**config.mk**
```make
export PLATFORM = sky130hd
export DESIGN_NAME = mem_arbiter
export DESIGN_NICKNAME = d
export VERILOG_FILES = /design/src/rtl/mem_arb_pkg.sv /design/src/rtl/mem_arbiter_rr_arb2.sv /design/src/rtl/mem_arbiter.sv
export SDC_FILE = /design/constraint.sdc
export NUM_CORES = 1
export LEC_CHECK = 0
export CORE_MARGIN = 2
export CORE_UTILIZATION = 38
export CTS_CLUSTER_DIAMETER = 200
export CTS_CLUSTER_SIZE = 14
export DETAILED_ROUTE_END_ITERATION = 7
export GPL_TIMING_DRIVEN = 0
export HOLD_SLACK_MARGIN = 0.03
export PLACE_DENSITY = 0.89
export SLEW_MARGIN = 20
export SYNTH_ARGS = -nofsm -noshare
export SYNTH_HDL_FRONTEND = slang
export SYNTH_SLANG_ARGS = --single-unit
```
**constraint.sdc**
```tcl
create_clock -name clk -period 5.4 [get_ports clk]
set_clock_uncertainty 0.2 [all_clocks]
set_input_delay 1.08 -clock clk [delete_from_list [all_inputs] [get_ports clk]]
set_output_delay 1.08 -clock clk [all_outputs]
set_load 0.02 [all_outputs]
```
**src/rtl/mem_arb_pkg.sv**
```systemverilog
// mem_arb_pkg: shared FSM states, default widths and latched-command type for mem_arbiter
package mem_arb_pkg;
  localparam int MEM_ADDR_W = 19;
  localparam int MEM_DATA_W = 32;
  typedef enum logic [2:0] {IDLE, WR_ISSUE, WR_GAP, RD_ISSUE, RD_WAIT} arb_state_t;
  typedef struct packed {
    logic                  is_rd;
    logic [MEM_ADDR_W-1:0] addr;
    logic [MEM_DATA_W-1:0] data;
  } cmd_t;
endpackage

```
**src/rtl/mem_arbiter_rr_arb2.sv**
```systemverilog
// rr_arb2: 2-way round-robin picker; remembers the last granted index, which loses a tie.
module rr_arb2 (
  input  logic       clk,
  input  logic       reset_n,
  input  logic [1:0] req,
  input  logic       update,
  input  logic       last,
  output logic       grant,
  output logic       valid
);
  logic prev;
  always_ff @(posedge clk or negedge reset_n)
    if (!reset_n) prev <= 1'b1;
    else if (update) prev <= last;
  assign grant = &req ? ~prev : req[1];
  assign valid = |req;
endmodule

```
**src/rtl/mem_arbiter.sv**
```systemverilog
// mem_arbiter: two-client round-robin arbiter in front of the SDRAM s2a port.
// Define MEM_ARB_TIMEOUT_EN to build the read-timeout abort and sticky rd_tmo_err.
module mem_arbiter
  import mem_arb_pkg::*;
#(
  parameter int ADDR_W = MEM_ADDR_W,
  parameter int DATA_W = MEM_DATA_W,
  parameter int WR_GAP = 4,
  parameter int RD_TMO = 255
) (
  input  logic              clk,
  input  logic              reset_n,
  input  logic              c0_write,
  input  logic [ADDR_W-1:0] c0_writeaddr,
  input  logic [DATA_W-1:0] c0_writedata,
  input  logic              c0_read,
  input  logic [ADDR_W-1:0] c0_readaddr,
  output logic              c0_ack,
  output logic [DATA_W-1:0] c0_readdata,
  output logic              c0_readdone,
  input  logic              c1_write,
  input  logic [ADDR_W-1:0] c1_writeaddr,
  input  logic [DATA_W-1:0] c1_writedata,
  input  logic              c1_read,
  input  logic [ADDR_W-1:0] c1_readaddr,
  output logic              c1_ack,
  output logic [DATA_W-1:0] c1_readdata,
  output logic              c1_readdone,
  output logic              m_write,
  output logic [ADDR_W-1:0] m_writeaddr,
  output logic [DATA_W-1:0] m_writedata,
  output logic              m_read,
  output logic [ADDR_W-1:0] m_readaddr,
  input  logic [DATA_W-1:0] m_readdata,
  input  logic              m_readdone,
  output logic              rd_tmo_err
);
`ifdef MEM_ARB_TIMEOUT_EN
  localparam bit TMO_EN = 1'b1;
`else
  localparam bit TMO_EN = 1'b0;
`endif
  localparam int CNT_MAX = (TMO_EN && RD_TMO > WR_GAP) ? RD_TMO : WR_GAP;
  localparam int CNT_W = $clog2(CNT_MAX + 1);
  arb_state_t state, state_nx;
  cmd_t cmd;
  logic owner, grant, valid, sel_rd, tmo, rd_end;
  logic [1:0] req, done;
  logic [CNT_W-1:0] cnt;
  logic [ADDR_W-1:0] sel_addr;
  logic [DATA_W-1:0] sel_data;
  // A client whose readdone is pulsing still holds its request this cycle; mask it so it is not re-granted.
  assign req = {c1_read | c1_write, c0_read | c0_write} & ~done;
  rr_arb2 u_rr (
    .clk    (clk),
    .reset_n(reset_n),
    .req    (req),
    .update (state == IDLE && valid),
    .last   (grant),
    .grant  (grant),
    .valid  (valid)
  );
  assign sel_rd = grant ? c1_read : c0_read;
  assign sel_addr = grant ? (c1_read ? c1_readaddr : c1_writeaddr) : (c0_read ? c0_readaddr : c0_writeaddr);
  assign sel_data = grant ? c1_writedata : c0_writedata;
  assign tmo = TMO_EN && state == RD_WAIT && !m_readdone && cnt == CNT_W'(RD_TMO - 1);
  assign rd_end = state == RD_WAIT && (m_readdone || tmo);
  always_ff @(posedge clk or negedge reset_n)
    if (!reset_n) state <= IDLE;
    else state <= state_nx;
  always_comb begin
    state_nx = state;
    case (state)
      IDLE:                 state_nx = valid ? (sel_rd ? RD_ISSUE : WR_ISSUE) : IDLE;
      WR_ISSUE:             state_nx = mem_arb_pkg::WR_GAP;
      mem_arb_pkg::WR_GAP:  state_nx = cnt == CNT_W'(WR_GAP - 1) ? IDLE : state;
      RD_ISSUE:             state_nx = RD_WAIT;
      RD_WAIT:              state_nx = rd_end ? IDLE : RD_WAIT;
      default:              state_nx = IDLE;
    endcase
  end
  always_ff @(posedge clk or negedge reset_n)
    if (!reset_n) begin
      cmd <= '0;
      owner <= 1'b0;
      cnt <= '0;
      done <= 2'b00;
      c0_readdata <= '0;
      c1_readdata <= '0;
    end else begin
      if (state == IDLE && valid) begin
        owner <= grant;
        cmd <= '{is_rd: sel_rd, addr: MEM_ADDR_W'(sel_addr), data: MEM_DATA_W'(sel_data)};
      end
      cnt <= (state == mem_arb_pkg::WR_GAP || (TMO_EN && state == RD_WAIT)) ? cnt + 1'b1 : '0;
      done <= rd_end ? (owner ? 2'b10 : 2'b01) : 2'b00;
      if (rd_end && !owner) c0_readdata <= m_readdone ? m_readdata : '0;
      if (rd_end && owner) c1_readdata <= m_readdone ? m_readdata : '0;
    end
`ifdef MEM_ARB_TIMEOUT_EN
  always_ff @(posedge clk or negedge reset_n)
    if (!reset_n) rd_tmo_err <= 1'b0;
    else if (tmo) rd_tmo_err <= 1'b1;
`else
  assign rd_tmo_err = 1'b0;
`endif
  assign m_write = state == WR_ISSUE && !cmd.is_rd;
  assign m_read = state == RD_ISSUE && cmd.is_rd;
  assign m_writeaddr = ADDR_W'(cmd.addr);
  assign m_readaddr = ADDR_W'(cmd.addr);
  assign m_writedata = DATA_W'(cmd.data);
  assign c0_ack = m_write && !owner;
  assign c1_ack = m_write && owner;
  assign c0_readdone = done[0];
  assign c1_readdone = done[1];
endmodule

```
Word level (Yosys, flattened, before mapping)
Cells that the tools add are included.
- flip-flop bits (word level): 126
- output and inout bits: 141
- add/sub/neg operators: 1
- equal/unequal tests: 6
- multiplexer cells: 15
- bitwise operators: 5
- reduce and logical (&&, ||, !) cells: 13
- operators by type and width (cell ; count):
    2-to-1 mux 32 bit ; 2
    2-to-1 mux 19 bit ; 3
    one-hot mux 3 bit (5 select lines) ; 1
    equality test 3 x 2 -> 1 bit (second input constant) ; 3
    2-to-1 mux 3 bit ; 3
    logical AND 1 bit ; 8
    2-to-1 mux 2 bit ; 4
    adder 3 x 1 -> 3 bit (second input constant) ; 1
    equality test 3 x 1 -> 1 bit (second input constant) ; 1
    equality test 3 bit (second input constant) ; 1
    zero test 3 bit ; 1
    bitwise AND 2 bit ; 1
    zero test 1 bit ; 2
    2-to-1 mux 1 bit ; 2
    != test 2 bit (second input constant) ; 1
    NOT 2 bit ; 1
    OR 1 bit ; 2
    AND reduction 2 bit ; 1
    OR reduction 2 bit ; 1
    NOT 1 bit ; 1

Longest topological paths before layout
- word-level depth: 8
- mapped depth: 7
- depth with buffers taken out: 5

By module
From an unflattened synthesis, not the netlist that was laid out.
- cell total of the unflattened synthesis: 524
- area, all modules: 6153.4 um^2
- modules (own cells, without submodules) (module ; instances ; cells each ; area each (um^2)):
    mem_arbiter ; 1 ; 520 ; 6098.3
    rr_arb2 ; 1 ; 4 ; 55.1

Worst setup path before layout
Ideal clock, no wire load.
- kind: register to output
- from: register state[2]
- to: output port c1_ack
- arrival time: 1.419 ns
- data required time: 4.120 ns
- setup slack: 2.701 ns
- cell stages (with the launch flop): 4
- cell sequence: dfrtp_1 nand2b_1 nor3_1 and2_1
- longest elaborated chain between the ends: 3
- ends and longest elaborated chain (what ; RTL line ; text):
    start: declaration ; mem_arbiter.sv:45 ; arb_state_t state, state_nx;
    start signal: assignment ; mem_arbiter.sv:70 ; else state <= state_nx;
    equality test 3 x 1 -> 1 bit ; mem_arbiter.sv:107 ; assign m_write = state == WR_ISSUE && !cmd.is_rd;
    logical AND 1 bit ; mem_arbiter.sv:107 ;
    named net m_write ; mem_arbiter.sv:29 ; output logic m_write,
    logical AND 1 bit ; mem_arbiter.sv:113 ; assign c1_ack = m_write && owner;
    end: declaration ; mem_arbiter.sv:26 ; output logic c1_ack,
The timed path passes the listed nets, and every way through them passes these cells.

Worst setup path in the final report
- from: register state[2]
- to: output port c1_ack
- longest elaborated chain between the ends: 3
- ends and longest elaborated chain (what ; RTL line):
    equality test 3 x 1 -> 1 bit ; mem_arbiter.sv:107
    logical AND 1 bit ; mem_arbiter.sv:107
    logical AND 1 bit ; mem_arbiter.sv:113
Every way passes these cells.

==> out/qor.csv <==
metric,value,unit
status,finished clean,
setup violators final,0,
post-synthesis cell count,579,
Num CTS Buffers,17,
Initial Util,39.1,%
CP Data Arrival Time,2.02,ns
"Slew Viols, Final",0,
top-area cell type share of the netlist area,50.0,%
Setup TNS Final,0,ns
routed wire length per instance,17.5,um
Crit Reg-Reg Startpoint,state[0],
"Slowest-stage cell, CP",clkdlybuf4s50_1,
share of the yosys chip area belonging to registers,50.4,%
PostCTS Resize Cnt,0,
DRC Markers,0,
crit-path max FO,6,
Port Buffers,318,
Core Box Area,16000,um2
hold path depth,1,
Fill cells,1262,
ANT cells,0,
Die Span Y,132,um
leakage,4.43,nW
Reg2Reg Setup Slack,3.17,ns
FF-to-FF path depth,5,
Detail Placement HPWL,15200,um
RSZ-0062 raised after global routing,false,
largest net degree at the start of global routing,92,
YS warnings,0,
Worst-path clk slew,0.06,ns
worst hold path type,reg2reg,
cell area after synthesis,6260,um2
Hold Fails Final Rpt,0,
worst vdd ir,0.000370,V
Power Density,594,nW/um2
global-route wire length before repair,31100,um
final WL,20100,um
share of layout cells above drive strength 1,22.2,%
WP buf/inv,1,
ys async rst share,100,%
GPL Wtd Cong,0.819,
io pins,320,
register area,3150,um2
Final #Nets,1098,
drt pass-1 iters,6,
Max Cap Viol,0,
# clock sinks,126,
routed vias/inst,4.79,
"CP delay by family, top",buffers and inverters,
clock root buffer,clkbuf_16,
"Cell Chain, Critical Path",nand2b_1 -> nor3_1 -> and2_1 -> clkdlybuf4s50_1,
Vias,5489,
syn_area_per_cell,10.8,um2
critical path startpoint,state[2],
CP Capture Type,output pin,
"commonest non-fill, non-tap cell in the layout",clkdlybuf4s50_1,
Netlist cell types,35,
Hold WS,0.234,ns
area growth from synthesis to layout,65.6,%
final instance area,10400,um2
Tcrit/Tclk final,61.0,%
Startpoint Class,flop,
Worst-Margin Slew,0.560,ns
Die W,132,um
Max-slew headroom,62.5,%
Clock Latency Late Sink,0.41,ns
synth top area cells,"dfrtp_1 (50%), mux2_2 (11%), buf_4 (8.9%)",
"Setup Fix Bufs, Post-CTS",0,
Yosys reg bits,126,
hold path endpoint,cnt[0],
maximum clock path buffer count,2,
vias in the first global route,5805,
f_max,303,MHz
Reg-to-Reg End,c0_readdata[27],
most frequent cells in the layout,"clkdlybuf4s50_1 (317), dfrtp_1 (125), nand2_1 (88)",
Area after DPL,9740,um2
total gr overflow,0,
CTS tree,built,
"Top FF cell, synth",dfrtp_1,
area of the multi-input gates,2300,um2
initial antenna violation count,0,
DR iter-0 viols,189,
CTS Hold Bufs,0,
"Core Util, Final",64.8,%
Final min period,3.30,ns
syn nets,760,
"EDFF count, synth",0,
row count,46,
DRT antenna net count,0,
Synth area leader,dfrtp_1,
GRT Util Overall,22.6,%
CP Class,reg2out,
"slowest stage delay, CP",0.62,ns
htree depth,4,
die area,17500,um2
"Data required, critical path",4.12,ns
Hold Startpoint,cnt[0],
==> worst max-delay path by stage <==
stage                           endpoint  slack, ns  cells after the start
after floorplan                   c1_ack       2.70                      3
after global placement    m_readaddr[11]      -2.02                      1
after detailed placement  m_readaddr[14]       1.94                      6
after CTS                         c1_ack       2.08                      4
after global routing              c1_ack       2.01                      4
final                             c1_ack       2.10                      4
==> per-stage QoR <==
step / setup slack, ns / std cells / power (mW)
detailed placement: 1.94 / 1114 / 4.98
finish: 2.10 / 1146 / 6.16
global route: 2.01 / 1146 / 6.49
global placement: -2.02 / 1113 / 4.89
CTS: 2.08 / 1146 / 6.21
floorplan: 2.70 / 579 / 3.56
==> power by group <==
| group | internal, mW | switching, mW | total, mW |
|---|---|---|---|
| clock | 0.748 | 0.458 | 1.21 |
| combinational | 1.74 | 1.58 | 3.31 |
| sequential | 1.38 | 0.264 | 1.64 |
| total | 3.86 | 2.30 | 6.16 |
==> synth_stat cells, drive strengths merged, types with 6 or more instances <==
master    n
dfrtp   125
buf      92
nand2    88
mux2     64
a211oi   38
nor2b    38
nor2     36
a31oi    32
o31ai    19
clkbuf   16
inv       6
==> routing by layer <==
layer,wire [um],global-route usage [%],vias up
li1,-,-,2601
met1,7690,25.5,2611
met2,10000,38.8,235
met3,1770,8.77,42
met4,575,8.42,0
met5,0,0,-
==> worst reg2reg max path, delay by kind of cell, from the launching register on <==
kind | cells | cell delay [ns]
DFF | 1 | 0.46
muxes | 1 | 0.37
and+or+nand+nor | 3 | 0.78
buffers and inverters | 1 | 0.30
==> flip-flops by register name (all words and copies together) (netlist names), 2 cells and up <==
register / flops
c0_readdata: 32
c1_readdata: 32
cnt: 3
done: 2
m_readaddr: 19
m_writedata: 32
state: 3
==> final cells by class <==
type,count,area share [%]
Buffer,108,7.45
Clock buffer,18,4.24
Clock inverter,14,1.71
Inverter,6,0.266
Multi-Input combinational cell,339,22.2
Sequential cell,126,30.4
Tap cell,216,2.61
Timing Repair Buffer,319,31.0
==> kinds of logic (layout without fill, tap and decap cells) <==
group                      Yosys count  count (layout)  synth area share, %
AOI/OAI and AO/OA                  100             100                 12.5
and+or+nand+nor                    171             171                 12.2
muxes                               65              65                 11.7
other                                1               1               0.0599
buffers and inverters              114             465                 12.8
adders and majority gates            2               2                0.400
DFF                                126             126                 50.4
No activity file was read; power rests on OpenSTA's default activity.
